`src/rtl/rst_sequencer_if.sv`:
```
// Reset-sequencer bundle: per-stage ready inputs and the sequenced reset/status outputs.
//   stage_ready [NUM_STAGES] : subsystem -> sequencer, ready/locked/calibrated per stage
//   stage_rst   [NUM_STAGES] : sequencer -> subsystem, active-high reset per stage
//   seq_done                 : all stages released and acknowledged
//   seq_error                : ready timeout occurred (sticky until rst)
//   cur_stage   [3]          : stage currently being delayed or awaited
// master = sequencer side, slave = subsystem side.
interface rst_sequencer_if #(
  parameter int unsigned NUM_STAGES = 3
);
  logic [NUM_STAGES-1:0] stage_ready;
  logic [NUM_STAGES-1:0] stage_rst;
  logic                  seq_done;
  logic                  seq_error;
  logic [2:0]            cur_stage;

  modport master (
    input  stage_ready,
    output stage_rst, seq_done, seq_error, cur_stage
  );

  modport slave (
    output stage_ready,
    input  stage_rst, seq_done, seq_error, cur_stage
  );
endinterface

```
`src/rtl/rst_sequencer.sv`:
```
// Ordered reset release: takes the debounced async reset, synchronizes its
// deassertion, then releases each stage's reset in turn after a fixed gap,
// waiting for that stage's ready before moving on.
//   i_clk : system clock
//   i_rst : asynchronous active-high reset (clean_async_rst)
//   bus   : rst_sequencer_if.master (stage_ready in; stage_rst, seq_done,
//           seq_error, cur_stage out -- all outputs registered)
module rst_sequencer #(
  parameter int unsigned NUM_STAGES    = 3,
  parameter int unsigned SYNC_STAGES   = 2,
  parameter int unsigned STAGE_DELAY   = 16,
  parameter int unsigned READY_TIMEOUT = 1024
) (
  input  logic            i_clk,
  input  logic            i_rst,
  rst_sequencer_if.master bus
);

  localparam int unsigned MAX_CNT = (STAGE_DELAY > READY_TIMEOUT) ? STAGE_DELAY : READY_TIMEOUT;
  localparam int unsigned CW      = $clog2(MAX_CNT + 1);
  localparam logic [CW-1:0] DELAY_LAST = CW'(STAGE_DELAY - 1);
  localparam logic [CW-1:0] TO_LAST    = CW'((READY_TIMEOUT == 0) ? 0 : READY_TIMEOUT - 1);
  localparam logic [2:0]    LAST_STAGE = 3'(NUM_STAGES - 1);

  typedef enum logic [2:0] {
    S_IDLE,
    S_DELAY,
    S_WAIT_READY,
    S_DONE,
    S_ERROR
  } state_t;

  state_t                r_state;
  logic [CW-1:0]         r_cnt;
  logic [SYNC_STAGES-1:0] r_sync;
  logic [NUM_STAGES-1:0] r_stage_rst;
  logic                  r_seq_done;
  logic                  r_seq_error;
  logic [2:0]            r_cur_stage;

  logic                  w_srst;
  logic                  w_cur_ready;
  logic [NUM_STAGES-1:0] w_cur_mask;

  // Deassert synchronizer: async-set by rst, shifts in 0.
  always_ff @(posedge i_clk or posedge i_rst) begin
    if (i_rst) r_sync <= '1;
    else       r_sync <= {r_sync[SYNC_STAGES-2:0], 1'b0};
  end

  assign w_srst = r_sync[SYNC_STAGES-1];

  // Select the current stage's ready bit and build its one-hot mask.
  always_comb begin
    w_cur_ready = 1'b0;
    w_cur_mask  = '0;
    for (int i = 0; i < NUM_STAGES; i++) begin
      if (r_cur_stage == 3'(i)) begin
        w_cur_ready   = bus.stage_ready[i];
        w_cur_mask[i] = 1'b1;
      end
    end
  end

  // Sequencing FSM with registered outputs; counter cleared on each state entry.
  always_ff @(posedge i_clk or posedge i_rst) begin
    if (i_rst) begin
      r_state     <= S_IDLE;
      r_cnt       <= '0;
      r_stage_rst <= '1;
      r_seq_done  <= 1'b0;
      r_seq_error <= 1'b0;
      r_cur_stage <= 3'd0;
    end else begin
      case (r_state)
        S_IDLE: begin
          if (!w_srst) begin
            r_state     <= S_DELAY;
            r_cnt       <= '0;
            r_cur_stage <= 3'd0;
          end
        end
        S_DELAY: begin
          if (r_cnt == DELAY_LAST) begin
            r_stage_rst <= r_stage_rst & ~w_cur_mask;
            r_state     <= S_WAIT_READY;
            r_cnt       <= '0;
          end else begin
            r_cnt <= r_cnt + CW'(1);
          end
        end
        S_WAIT_READY: begin
          // Ready has priority over a timeout landing on the same edge.
          if (w_cur_ready) begin
            r_cnt <= '0;
            if (r_cur_stage == LAST_STAGE) begin
              r_state    <= S_DONE;
              r_seq_done <= 1'b1;
            end else begin
              r_cur_stage <= r_cur_stage + 3'd1;
              r_state     <= S_DELAY;
            end
          end else if ((READY_TIMEOUT != 0) && (r_cnt == TO_LAST)) begin
            r_state     <= S_ERROR;
            r_cnt       <= '0;
            r_stage_rst <= '1;
            r_seq_error <= 1'b1;
          end else if (READY_TIMEOUT != 0) begin
            r_cnt <= r_cnt + CW'(1);
          end
        end
        S_DONE, S_ERROR: begin
          // Terminal until rst.
        end
        default: begin
          r_state <= S_IDLE;
        end
      endcase
    end
  end

  assign bus.stage_rst = r_stage_rst;
  assign bus.seq_done  = r_seq_done;
  assign bus.seq_error = r_seq_error;
  assign bus.cur_stage = r_cur_stage;

endmodule
```
`src/flat_wrapper.sv`:
```
// flat-port wrapper written by rule: the top's interface ports become plain ports
module rst_sequencer_flat 
#(
  parameter int unsigned NUM_STAGES    = 3,
  parameter int unsigned SYNC_STAGES   = 2,
  parameter int unsigned STAGE_DELAY   = 16,
  parameter int unsigned READY_TIMEOUT = 1024
)
  (i_clk, i_rst, bus_stage_ready, bus_stage_rst, bus_seq_done, bus_seq_error, bus_cur_stage);
  rst_sequencer_if #(.NUM_STAGES(NUM_STAGES)) bus_i ();
  input  logic i_clk;
  input  logic i_rst;
  input wire logic [$bits(bus_i.stage_ready)-1:0] bus_stage_ready;
  output wire logic [$bits(bus_i.stage_rst)-1:0] bus_stage_rst;
  output wire logic [$bits(bus_i.seq_done)-1:0] bus_seq_done;
  output wire logic [$bits(bus_i.seq_error)-1:0] bus_seq_error;
  output wire logic [$bits(bus_i.cur_stage)-1:0] bus_cur_stage;
  assign bus_i.stage_ready = bus_stage_ready;
  assign bus_stage_rst = bus_i.stage_rst;
  assign bus_seq_done = bus_i.seq_done;
  assign bus_seq_error = bus_i.seq_error;
  assign bus_cur_stage = bus_i.cur_stage;
  rst_sequencer #(.NUM_STAGES(NUM_STAGES), .SYNC_STAGES(SYNC_STAGES), .STAGE_DELAY(STAGE_DELAY), .READY_TIMEOUT(READY_TIMEOUT)) u_core (.i_clk(i_clk), .i_rst(i_rst), .bus(bus_i));
endmodule
```
`config.mk`:
```
export PLATFORM = sky130hd
export DESIGN_NAME = rst_sequencer_flat
export DESIGN_NICKNAME = d
export VERILOG_FILES = /design/src/rtl/rst_sequencer_if.sv /design/src/rtl/rst_sequencer.sv /design/src/flat_wrapper.sv
export SDC_FILE = /design/constraint.sdc
export NUM_CORES = 1
export LEC_CHECK = 0
export CORE_MARGIN = 3
export CORE_UTILIZATION = 55
export CTS_CLUSTER_DIAMETER = 200
export DETAILED_ROUTE_END_ITERATION = 8
export GPL_ROUTABILITY_DRIVEN = 1
export PLACE_DENSITY = 0.77
export SLEW_MARGIN = 25
export SYNTH_ARGS = -nofsm -noshare
export SYNTH_HDL_FRONTEND = slang
export SYNTH_SLANG_ARGS = --single-unit
```
`constraint.sdc`:
```
create_clock -name i_clk -period 2.9 [get_ports i_clk]
set_clock_uncertainty 0.1 [all_clocks]
set_input_delay 0.58 -clock i_clk [delete_from_list [all_inputs] [get_ports i_clk]]
set_output_delay 0.58 -clock i_clk [all_outputs]
set_load 0.005 [all_outputs]
```
==> run metrics, run 1 <==
H-tree Lvls 1; global placer's final weighted congestion 0.873; remaining antenna violation count 0; RSZ-0062 raised after global routing no; total power 0.902 mW; crit path cell chain ha_1 -> nand3_1 -> nor4_1 -> nor4b_1 -> nor2_1 -> a21oi_1; post-synthesis adder-cell area fraction roughly 4.8%; clk buf depth 2; DR vias about 1100; core area 0.00223 sq mm; post_cts resized 0; drt wl/cell between 10 and 15 um; synthesized area 0.00131 sq mm; Synth top cells by count dfrtp_1, nor2_1, nand2_1, a21oi_1, inv_1; min Tclk post-route 2560 ps; Reg clk slew, reported paths 130 ps; Max Fclk a little under 0.4 GHz; startpoint types flip-flop; I/O pin total 13; DR DRC count 0; crit share post-route 88.4%; Syn Inst Count 139; worst reg2reg path depth 6; main area contributors after synthesis dfrtp_1, dfstp_2, nor2_1, ha_1, a21oi_1; die area ~0.0030 sq mm; Leakage 0.649 nW; slowest cell on the critical path nor4b_1; dominant cell type by area after synthesis dfrtp_1; synth unique cells between 40 and 50; synth-to-layout area growth 14.9%; row count 17; critical setup path kind reg -> reg; status finished clean; 1st-pass router iterations 4; Initial DRC Count 25; worst hold path type reg -> reg; largest family of logic cells by synthesized area simple AND/OR/NAND/NOR gates; Worst-Skew Late Latency roughly 310 ps; Final setup violation count 0; fraction of layout cells with a size suffix above 1 11.7%; via/cell ratio between 5 and 6; Worst Path Required about 3100 ps; clock sink count 24; Die Ht 54.7 um; # diodes 0; compound-cell area share of the yosys netlist between 10% and 20%; Clock Tree Root clkbuf_4; P per Cell Area 601 mW/mm^2; worst path arrival time 2710 ps; CTS Buf Count 3; Starting Density 58.5%; # hold bufs at CTS 0; Synth top area share a little over a third; TNS Setup 0 ps; Final Cell Area 0.00150 sq mm; CP Buf/Inv Count 0; Levels on crit path 6; Synth Area in XOR/XNOR 1.34%; maxcap violations 0; Post-CTS Setup Repair Bufs 0; DP Cell Count 178; Post-Synth Simple-Gate Area 22.6%; die width 54.7 um; Min-Delay Path Depth 0; # nets final about 170; max-slew violations 0; CTS tree built; Final Util 67.2%; Crit path max-delay family simple AND/OR/NAND/NOR gates; Async SR Flop Fraction 100%; Post-synth top flop dfrtp_1; Final Non-Filler Cells 182; Post-synth EDFFs 0; total gr overflow 0; initial antenna violation count 0; #FFs+latches synth 24; synthesized area per cell between 9 and 10 sq um; GRT Total Usage 19.9%; worst-path fanout max 5; number of global-route vias before repair 938; Mapped Nets 149; CP peak stage delay just under 800 ps; Max-slew headroom 41.5%; sequential element share of the synthesized area 46.5%; largest net degree at the start of global routing 15; multiplexer area fraction after synthesis 2.39%; CP Capture Type flip-flop; VDD IR max 0.394 mV; port bufs 12; first-pass GRT wire length 4.24 mm; placed cell areas 0.00147 sq mm; top-count cell post-synth dfrtp_1; Total Wirelength 2.60 mm; Worst Tran Pin Value 866 ps; yosys warns 0; Final Hold Viols 0; hpwl dp 1.98 mm
==> report_power, final <==
| group | switching, mW | leakage (nW) | internal (mW) | total, mW |
|---|---|---|---|---|
| sequential | 0.0604 | 0.294 | 0.374 | 0.434 |
| clock | 0.0987 | 0.0210 | 0.0766 | 0.175 |
| combinational | 0.164 | 0.334 | 0.129 | 0.293 |
==> flip-flops by register name, summed over array words and instances, names as in the netlist <==
name and count:
u_core.bus.stage_rst 3, u_core.r_state 3, u_core.r_sync 2, u_core.bus.cur_stage 3, u_core.r_cnt 11, u_core.bus.seq_error 1, u_core.bus.seq_done 1
==> layout by cell type, fill, tap and decap left out, types with 3 or more instances in the layout <==
| cell | count |
|---|---|
| dfrtp_1 | 19 |
| nor2_1 | 17 |
| nand2_1 | 14 |
| clkdlybuf4s50_1 | 12 |
| a21oi_1 | 11 |
| inv_1 | 6 |
| nor3_1 | 5 |
| ha_1 | 5 |
| dfstp_2 | 5 |
| a31oi_1 | 4 |
| o21ai_0 | 4 |
| nor4_1 | 3 |
| a211oi_1 | 3 |
| nand3_1 | 3 |
| a22o_1 | 3 |
| clkbuf_4 | 3 |
==> layout make-up <==
cell class                      count  area [sq um]
Sequential cell                    24           607
Tap cell                           28          35.0
Inverter                            6          22.5
Timing Repair Buffer               14           135
Fill cell                         192           732
Clock buffer                        4          36.3
Multi-Input combinational cell    106           666
==> through the flow <==
stage	hold slack (ps)	setup slack [ps]
finish	270	338
global route	273	99.8
CTS	272	337
detailed placement	253	369
global placement	248	433
floorplan	245	814
==> worst paths after layout <==
check	from	to	slack (ps)
min reg2reg	u_core.r_sync[0]$_DFF_PP1_	u_core.r_sync[1]$_DFF_PP1_	270
min	u_core.r_sync[0]$_DFF_PP1_	u_core.r_sync[1]$_DFF_PP1_	270
min in group asynchronous	i_rst	u_core.bus.cur_stage[2]$_DFFE_PP0P_	470
max	u_core.r_cnt[0]$_DFFE_PP0P_	u_core.bus.stage_rst[1]$_DFFE_PP1P_	340
max in group asynchronous	i_rst	u_core.r_sync[0]$_DFF_PP1_	1620
max reg2reg	u_core.r_cnt[0]$_DFFE_PP0P_	u_core.bus.stage_rst[1]$_DFFE_PP1P_	340
==> per-layer routing <==
| metal | global-route usage, % | up-vias | wire, um |
|---|---|---|---|
| li1 | - | 545 | - |
| met4 | 7.47 | 0 | 22 |
| met5 | 0 | - | 0 |
| met3 | 2.45 | 2 | 93 |
| met1 | 29.5 | 518 | 1260 |
| met2 | 29.1 | 24 | 1230 |
==> worst register-to-register path: cells and delay by family, from the launching register on <==
kind	cells	cell delay, ps
DFF	1	400
adders and majority gates	1	230
and+or+nand+nor	4	1620
AOI/OAI and AO/OA	1	150
==> logic make-up after synthesis <==
kind of cell / after synthesis
compound gates: 37
other cells: 1
fa+ha+maj: 5
mux: 3
buf+inv: 9
xor+xnor: 2
flops: 24
simple gates: 58
No activity file was read; power rests on OpenSTA's default activity.
==> run 2, diff against run 1 <==
--- a/config.mk
+++ b/config.mk
@@ -5,7 +5,7 @@
 export SDC_FILE = /design/constraint.sdc
 export NUM_CORES = 1
 export LEC_CHECK = 0
-export CORE_MARGIN = 3
+export CORE_MARGIN = 2
 export CORE_UTILIZATION = 55
 export CTS_CLUSTER_DIAMETER = 200
 export DETAILED_ROUTE_END_ITERATION = 8
==> run 2 against run 1 <==
Compared with the run above:
- clock power is 36% higher
- via count increased by 2.4%
- flip-flop and latch count did not move
- highest routed layer unchanged
- register-to-register slack better by 110 ps
- die area decreased by 7.2%
- sequential share of layout area fell by 0.60 points
- global-route usage is 2.8 points higher
- sequential power about the same
- first-iteration DRC count rose by 36%
- wire length increased by 3.7%
- final cell count unchanged
==> run metrics, run 2 (synthesis gave the netlist of run 1 again) <==
Final Cell Area 0.00152 sq mm (+1.5%); startpoint types flip-flop; CP peak stage delay 570 ps (-210 ps); drt wl/cell 14.8 um (+3.7%); final worst setup slack 448 ps (+110 ps); hpwl dp 2.00 mm (+0.94%); global placer's final weighted congestion 0.866 (-0.77%); Starting Density 58.5% (unchanged); clk buf depth 2 (unchanged); synth-to-layout area growth 16.7%; CTS tree built; VDD IR max 0.530 mV (+35%); Worst Path Required 3010 ps (-40 ps); Final setup violation count 0 (unchanged); number of global-route vias before repair 998 (+6.4%); post_cts resized 0 (unchanged); Sw Ratio 33.8% (-2.0 points); port bufs 12 (unchanged); # diodes 0 (unchanged); Leakage 0.656 nW (+1.1%); die width 52.7 um (-3.7%); GRT Total Usage 22.6% (+2.8 points); TNS Setup 0 ps (unchanged); CP Buf/Inv Count 1 (+1); first-pass GRT wire length 4.57 mm (+7.8%); 1st-pass router iterations 4 (unchanged); most common cell after layout, fill and taps aside dfrtp_1; Die Ht 52.7 um (-3.7%); Crit path max-delay family compound AO/OA/AOI/OAI gates; initial antenna violation count 0 (unchanged); critical setup path kind reg -> reg; clock sink count 24 (unchanged); crit share post-route 84.5% (-3.8 points); Largest register FFs 11 (unchanged); # hold bufs at CTS 0 (unchanged); fraction of layout cells with a size suffix above 1 12.3% (+0.65 points); DR DRC count 0 (unchanged); H-tree Lvls 1 (unchanged); Worst Tran Pin Value 659 ps (-206 ps); worst-path fanout max 6 (+1); Pint 0.642 mW (+11%); placed cell areas 0.00147 sq mm (unchanged); slowest cell on the critical path a221oi_1; largest net degree at the start of global routing 15 (unchanged); die area 0.00278 sq mm (-7.2%); P per Cell Area 636 mW/mm^2 (+5.9%); # nets final 165 (unchanged); Reg with most FFs u_core.r_cnt; total gr overflow 0 (unchanged); NetSw 0.327 mW (+1.5%); CTS Buf Count 3 (unchanged); core area 0.00223 sq mm (unchanged); DR vias 1115 (+2.4%); row count 17 (unchanged); worst hold path type reg -> reg; Initial DRC Count 34 (+36%); Total Wirelength 2.70 mm (+3.7%); Worst-Skew Late Latency 320 ps (about the same); Final Hold Viols 0 (unchanged); Reg clk slew, reported paths 130 ps (about the same); Sequential Power Share 45.0% (-3.1 points); pre-CTS WS 374 ps (+5.08 ps); min Tclk post-route 2450 ps (-110 ps); I/O pin total 13 (unchanged); remaining antenna violation count 0 (unchanged); status finished clean; CP Capture Type flip-flop; crit path cell chain inv_1 -> ha_1 -> nand3b_1 -> a221oi_1 -> nor2_1 -> a21oi_1 -> o22ai_1; maxcap violations 0 (unchanged); worst path arrival time 2560 ps (-150 ps); RSZ-0062 raised after global routing no; Clock Tree Root clkbuf_4; combinational share of power 30.4% (-2.1 points); via/cell ratio 6.13 (+2.4%); commonest cells after routing, fill and taps aside dfrtp_1, nor2_1, nand2_1; Max-slew headroom 55.6% (+14 points); max-slew violations 0 (unchanged); Max Fclk 0.408 GHz (+4.5%); Clk pwr share 24.6% (+5.2 points); Post-CTS Setup Repair Bufs 0 (unchanged); Filler Cells Inserted 176 (-8.3%)
## run 2: cell types whose count changed in the layout (fill, tap and decap cells not counted), sizes merged
cell	before	now
bufinv	0	1
clkbuf	4	3
## run 2: area by class of cell
cell class,instances,area (sq um),share of cell area [%]
multi-input combinational,106,672,44.1
sequential,24,607,39.8
timing repair buffer,14,135,8.87
tap,28,35.0,2.30
clock inverter,1,30.0,1.97
clock buffer,3,22.5,1.48
inverter,6,22.5,1.48
## run 2: worst register-to-register path: stages, from the launching register on
cell      delay [ps]
dfrtp_1          460
inv_1             90
ha_1             220
nand3b_1         190
a221oi_1         570
nor2_1           210
a21oi_1          360
o22ai_1          140
## run 2: layer usage
| metal | part of all wire (%) | global-route usage (%) |
|---|---|---|
| met3 | 5.8 | 5.71 |
| met5 | 0 | 0 |
| met2 | 47 | 34.0 |
| met1 | 46 | 31.7 |
| met4 | 0.96 | 7.69 |
## run 2: path summary, 6_finish.rpt
| kind | from | endpoint | slack [ps] | cells after the start |
|---|---|---|---|---|
| worst max register to register | u_core.bus.cur_stage[1]$_DFFE_PP0P_ | u_core.r_cnt[5]$_DFFE_PP0P_ | 450 | 7 |
| min in group asynchronous | i_rst | u_core.bus.cur_stage[2]$_DFFE_PP0P_ | 450 | 2 |
| worst min-delay path | u_core.r_sync[0]$_DFF_PP1_ | u_core.r_sync[1]$_DFF_PP1_ | 270 | 0 |
| worst min register to register | u_core.r_sync[0]$_DFF_PP1_ | u_core.r_sync[1]$_DFF_PP1_ | 270 | 0 |
| worst max-delay path | u_core.bus.cur_stage[1]$_DFFE_PP0P_ | u_core.r_cnt[5]$_DFFE_PP0P_ | 450 | 7 |
| max in group asynchronous | i_rst | u_core.r_sync[0]$_DFF_PP1_ | 1640 | 3 |
## run 2: metrics by stage
step	hold WS (ps)	instances	power [mW]	util, %
2_1_floorplan	245	139	0.655	-
3_3_place_gp	248	178	0.724	65.6
3_5_place_dp	254	178	0.733	65.6
4_1_cts	273	182	0.974	68.0
5_1_grt	274	182	1.04	68.2
6_report	269	182	0.970	68.2
## run 2: power by group through the flow
stage | clock network [mW] | logic [mW] | registers [mW]
finish | 0.238 | 0.295 | 0.436
CTS | 0.246 | 0.294 | 0.435
global route | 0.258 | 0.332 | 0.446
floorplan | 0 | 0.242 | 0.413
detailed placement | 0 | 0.292 | 0.441
global placement | 0 | 0.287 | 0.438
==> run 3, diff against run 2 <==
--- a/config.mk
+++ b/config.mk
@@ -5,12 +5,13 @@
 export SDC_FILE = /design/constraint.sdc
 export NUM_CORES = 1
 export LEC_CHECK = 0
+export CORE_ASPECT_RATIO = 2
 export CORE_MARGIN = 2
-export CORE_UTILIZATION = 55
+export CORE_UTILIZATION = 50
 export CTS_CLUSTER_DIAMETER = 200
 export DETAILED_ROUTE_END_ITERATION = 8
 export GPL_ROUTABILITY_DRIVEN = 1
-export PLACE_DENSITY = 0.77
+export PLACE_DENSITY = 0.74
 export SLEW_MARGIN = 25
 export SYNTH_ARGS = -nofsm -noshare
 export SYNTH_HDL_FRONTEND = slang
==> constraint.sdc (replaced) <==
create_clock -name i_clk -period 2.2 [get_ports i_clk]
set_clock_uncertainty 0.1 [all_clocks]
set_input_delay 0.44 -clock i_clk [delete_from_list [all_inputs] [get_ports i_clk]]
set_output_delay 0.44 -clock i_clk [all_outputs]
set_load 0.005 [all_outputs]
==> run 3 against run 2 <==
Compared with the run above:
- core utilization fell by 3.0 points
- flip-flop and latch count stayed put
- critical path depth decreased by 1
- power rose by 37%
- sequential power up 32%
- die area is 10% higher
- maximum frequency increased by 15%
- highest routed layer unchanged
- setup slack worse by 370 ps
- clock-buffer cell count grew 1
- largest cell class unchanged
- clock power rose by 27%
- first-iteration DRC count increased by 59%
- wire length rose by 17%
==> run metrics, run 3 (synthesis gave the netlist of run 1 again) <==
most common cell after layout, fill and taps aside dfrtp_1; hpwl dp 2.41 mm (+21%); via/cell ratio 6.13 (+0.14%); maxcap violations 0 (unchanged); drt wl/cell 16.4 um (+10%); Top Layer Used met4; largest net degree at the start of global routing 25 (+10); CP peak stage delay 560 ps (about the same); Worst-Skew Late Latency 270 ps (-50 ps); Reg with most FFs u_core.r_cnt; Total Wirelength 3.16 mm (+17%); startpoint types flip-flop; synth-to-layout area growth 25.1%; Starting Density 52.1% (-6.3 points); Crit path max-delay family simple AND/OR/NAND/NOR gates; Worst Path Required 2260 ps (-750 ps); Die Ht 76.3 um (+45%); die width 40.1 um (-24%); placed cell areas 0.00153 sq mm (+4.6%); DP Cell Count 187 (+5.1%); Reg clk slew, reported paths 80 ps (-50 ps); Final Util 65.2% (-3.0 points); initial antenna violation count 0 (unchanged); Max Fclk 0.471 GHz (+15%); Final Hold Viols 0 (unchanged); # diodes 0 (unchanged); port bufs 12 (unchanged); hold path startpoint u_core.r_sync[0]$_DFF_PP1_; fraction of layout cells with a size suffix above 1 21.8% (+9.5 points); worst hold path type reg -> reg; GRT Total Usage 24.1% (+1.5 points); first-pass GRT wire length 5.22 mm (+14%); 1st-pass router iterations 4 (unchanged); Final Cell Area 0.00163 sq mm (+7.2%); DR DRC count 0 (unchanged); min Tclk post-route 2120 ps (-327 ps); # nets final 176 (+6.7%); status finished clean; Leakage 0.710 nW (+8.2%); Largest register FFs 11 (unchanged); CTS tree built; total gr overflow 0 (unchanged); Clock Tree Root clkbuf_8; critical setup path kind reg -> reg; CP Buf/Inv Count 1 (unchanged); commonest cells after routing, fill and taps aside dfrtp_1, nor2_1, nand2_1; crit share post-route 96.6% (+12 points); final worst setup slack 75.2 ps (-373 ps); number of global-route vias before repair 1188 (+19%); slowest cell on the critical path or4_1; clk buf depth 2 (unchanged); H-tree Lvls 1 (unchanged); TNS Setup 0 ps (unchanged); pre-CTS WS -16.2 ps (-390 ps); metal2 WL 1.88 mm (+47%); cell mode on critical path nor3_1; max-slew violations 0 (unchanged); core area 0.00250 sq mm (+12%); row count 26 (+9); remaining antenna violation count 0 (unchanged); P per Cell Area 813 mW/mm^2 (+28%); clock sink count 24 (unchanged); CTS Buf Count 3 (unchanged); Final setup violation count 0 (unchanged); DR vias 1184 (+6.2%); hold_ws 260 ps (-9.32 ps); CP Capture Type flip-flop; I/O pin total 13 (unchanged); Initial DRC Count 54 (+59%); global placer's final weighted congestion 0.904 (+4.4%); die area 0.00306 sq mm (+10%); Met1 Wirelength 1.10 mm (-11%); WL met3 65 um (-59%); worst-path fanout max 4 (-2); Final Non-Filler Cells 193 (+6.0%); crit path cell chain or4_1 -> nor4_1 -> nor3_1 -> a211oi_2 -> buf_4 -> nor3_1; Worst R2R Start u_core.r_cnt[10]$_DFFE_PP0P_; worst path arrival time 2190 ps (-370 ps); total power 1.33 mW (+37%); VDD IR max 0.782 mV (+47%); CP Launch Point u_core.r_cnt[10]$_DFFE_PP0P_
## run 3: power breakdown
group	leakage [nW]	total (mW)	switching, mW	internal [mW]
clock network	0.0288	0.302	0.142	0.160
registers	0.294	0.576	0.0834	0.493
logic	0.388	0.450	0.244	0.207
total	0.710	1.33	0.469	0.860
## run 3: worst paths after layout
path / to / slack [ps] / depth (start not counted)
max in group asynchronous: u_core.bus.stage_rst[1]$_DFFE_PP1P_ / 1290 / 3
worst max register to register: u_core.r_cnt[2]$_DFFE_PP0P_ / 80 / 6
min in group asynchronous: u_core.r_cnt[1]$_DFFE_PP0P_ / 410 / 3
worst min register to register: u_core.r_sync[1]$_DFF_PP1_ / 260 / 0
worst max-delay path: u_core.r_cnt[2]$_DFFE_PP0P_ / 80 / 6
worst min-delay path: u_core.r_sync[1]$_DFF_PP1_ / 260 / 0
## run 3: cell type report
class	count	area, sq um
fillers	234	871
multi-input cells	106	694
flip-flops and latches	24	609
repair buffers	25	218
clock buffers	4	55.1
well taps	28	35.0
inverters	6	22.5
## run 3: timing repair
| item | CTS | global route |
|---|---|---|
| resized for setup | 0 | 8 |
| buffers inserted | 0 | 2 |
| endpoints found under the setup margin | 0 | 14 |
| hold buffers | 0 | 0 |
## run 3: layer usage
layer  global-route usage, %  vias to the layer above
met2                    43.2                       35
met3                    1.75                       13
met5                       0                        -
li1                        -                      556
met4                    12.1                        0
met1                    24.8                      580
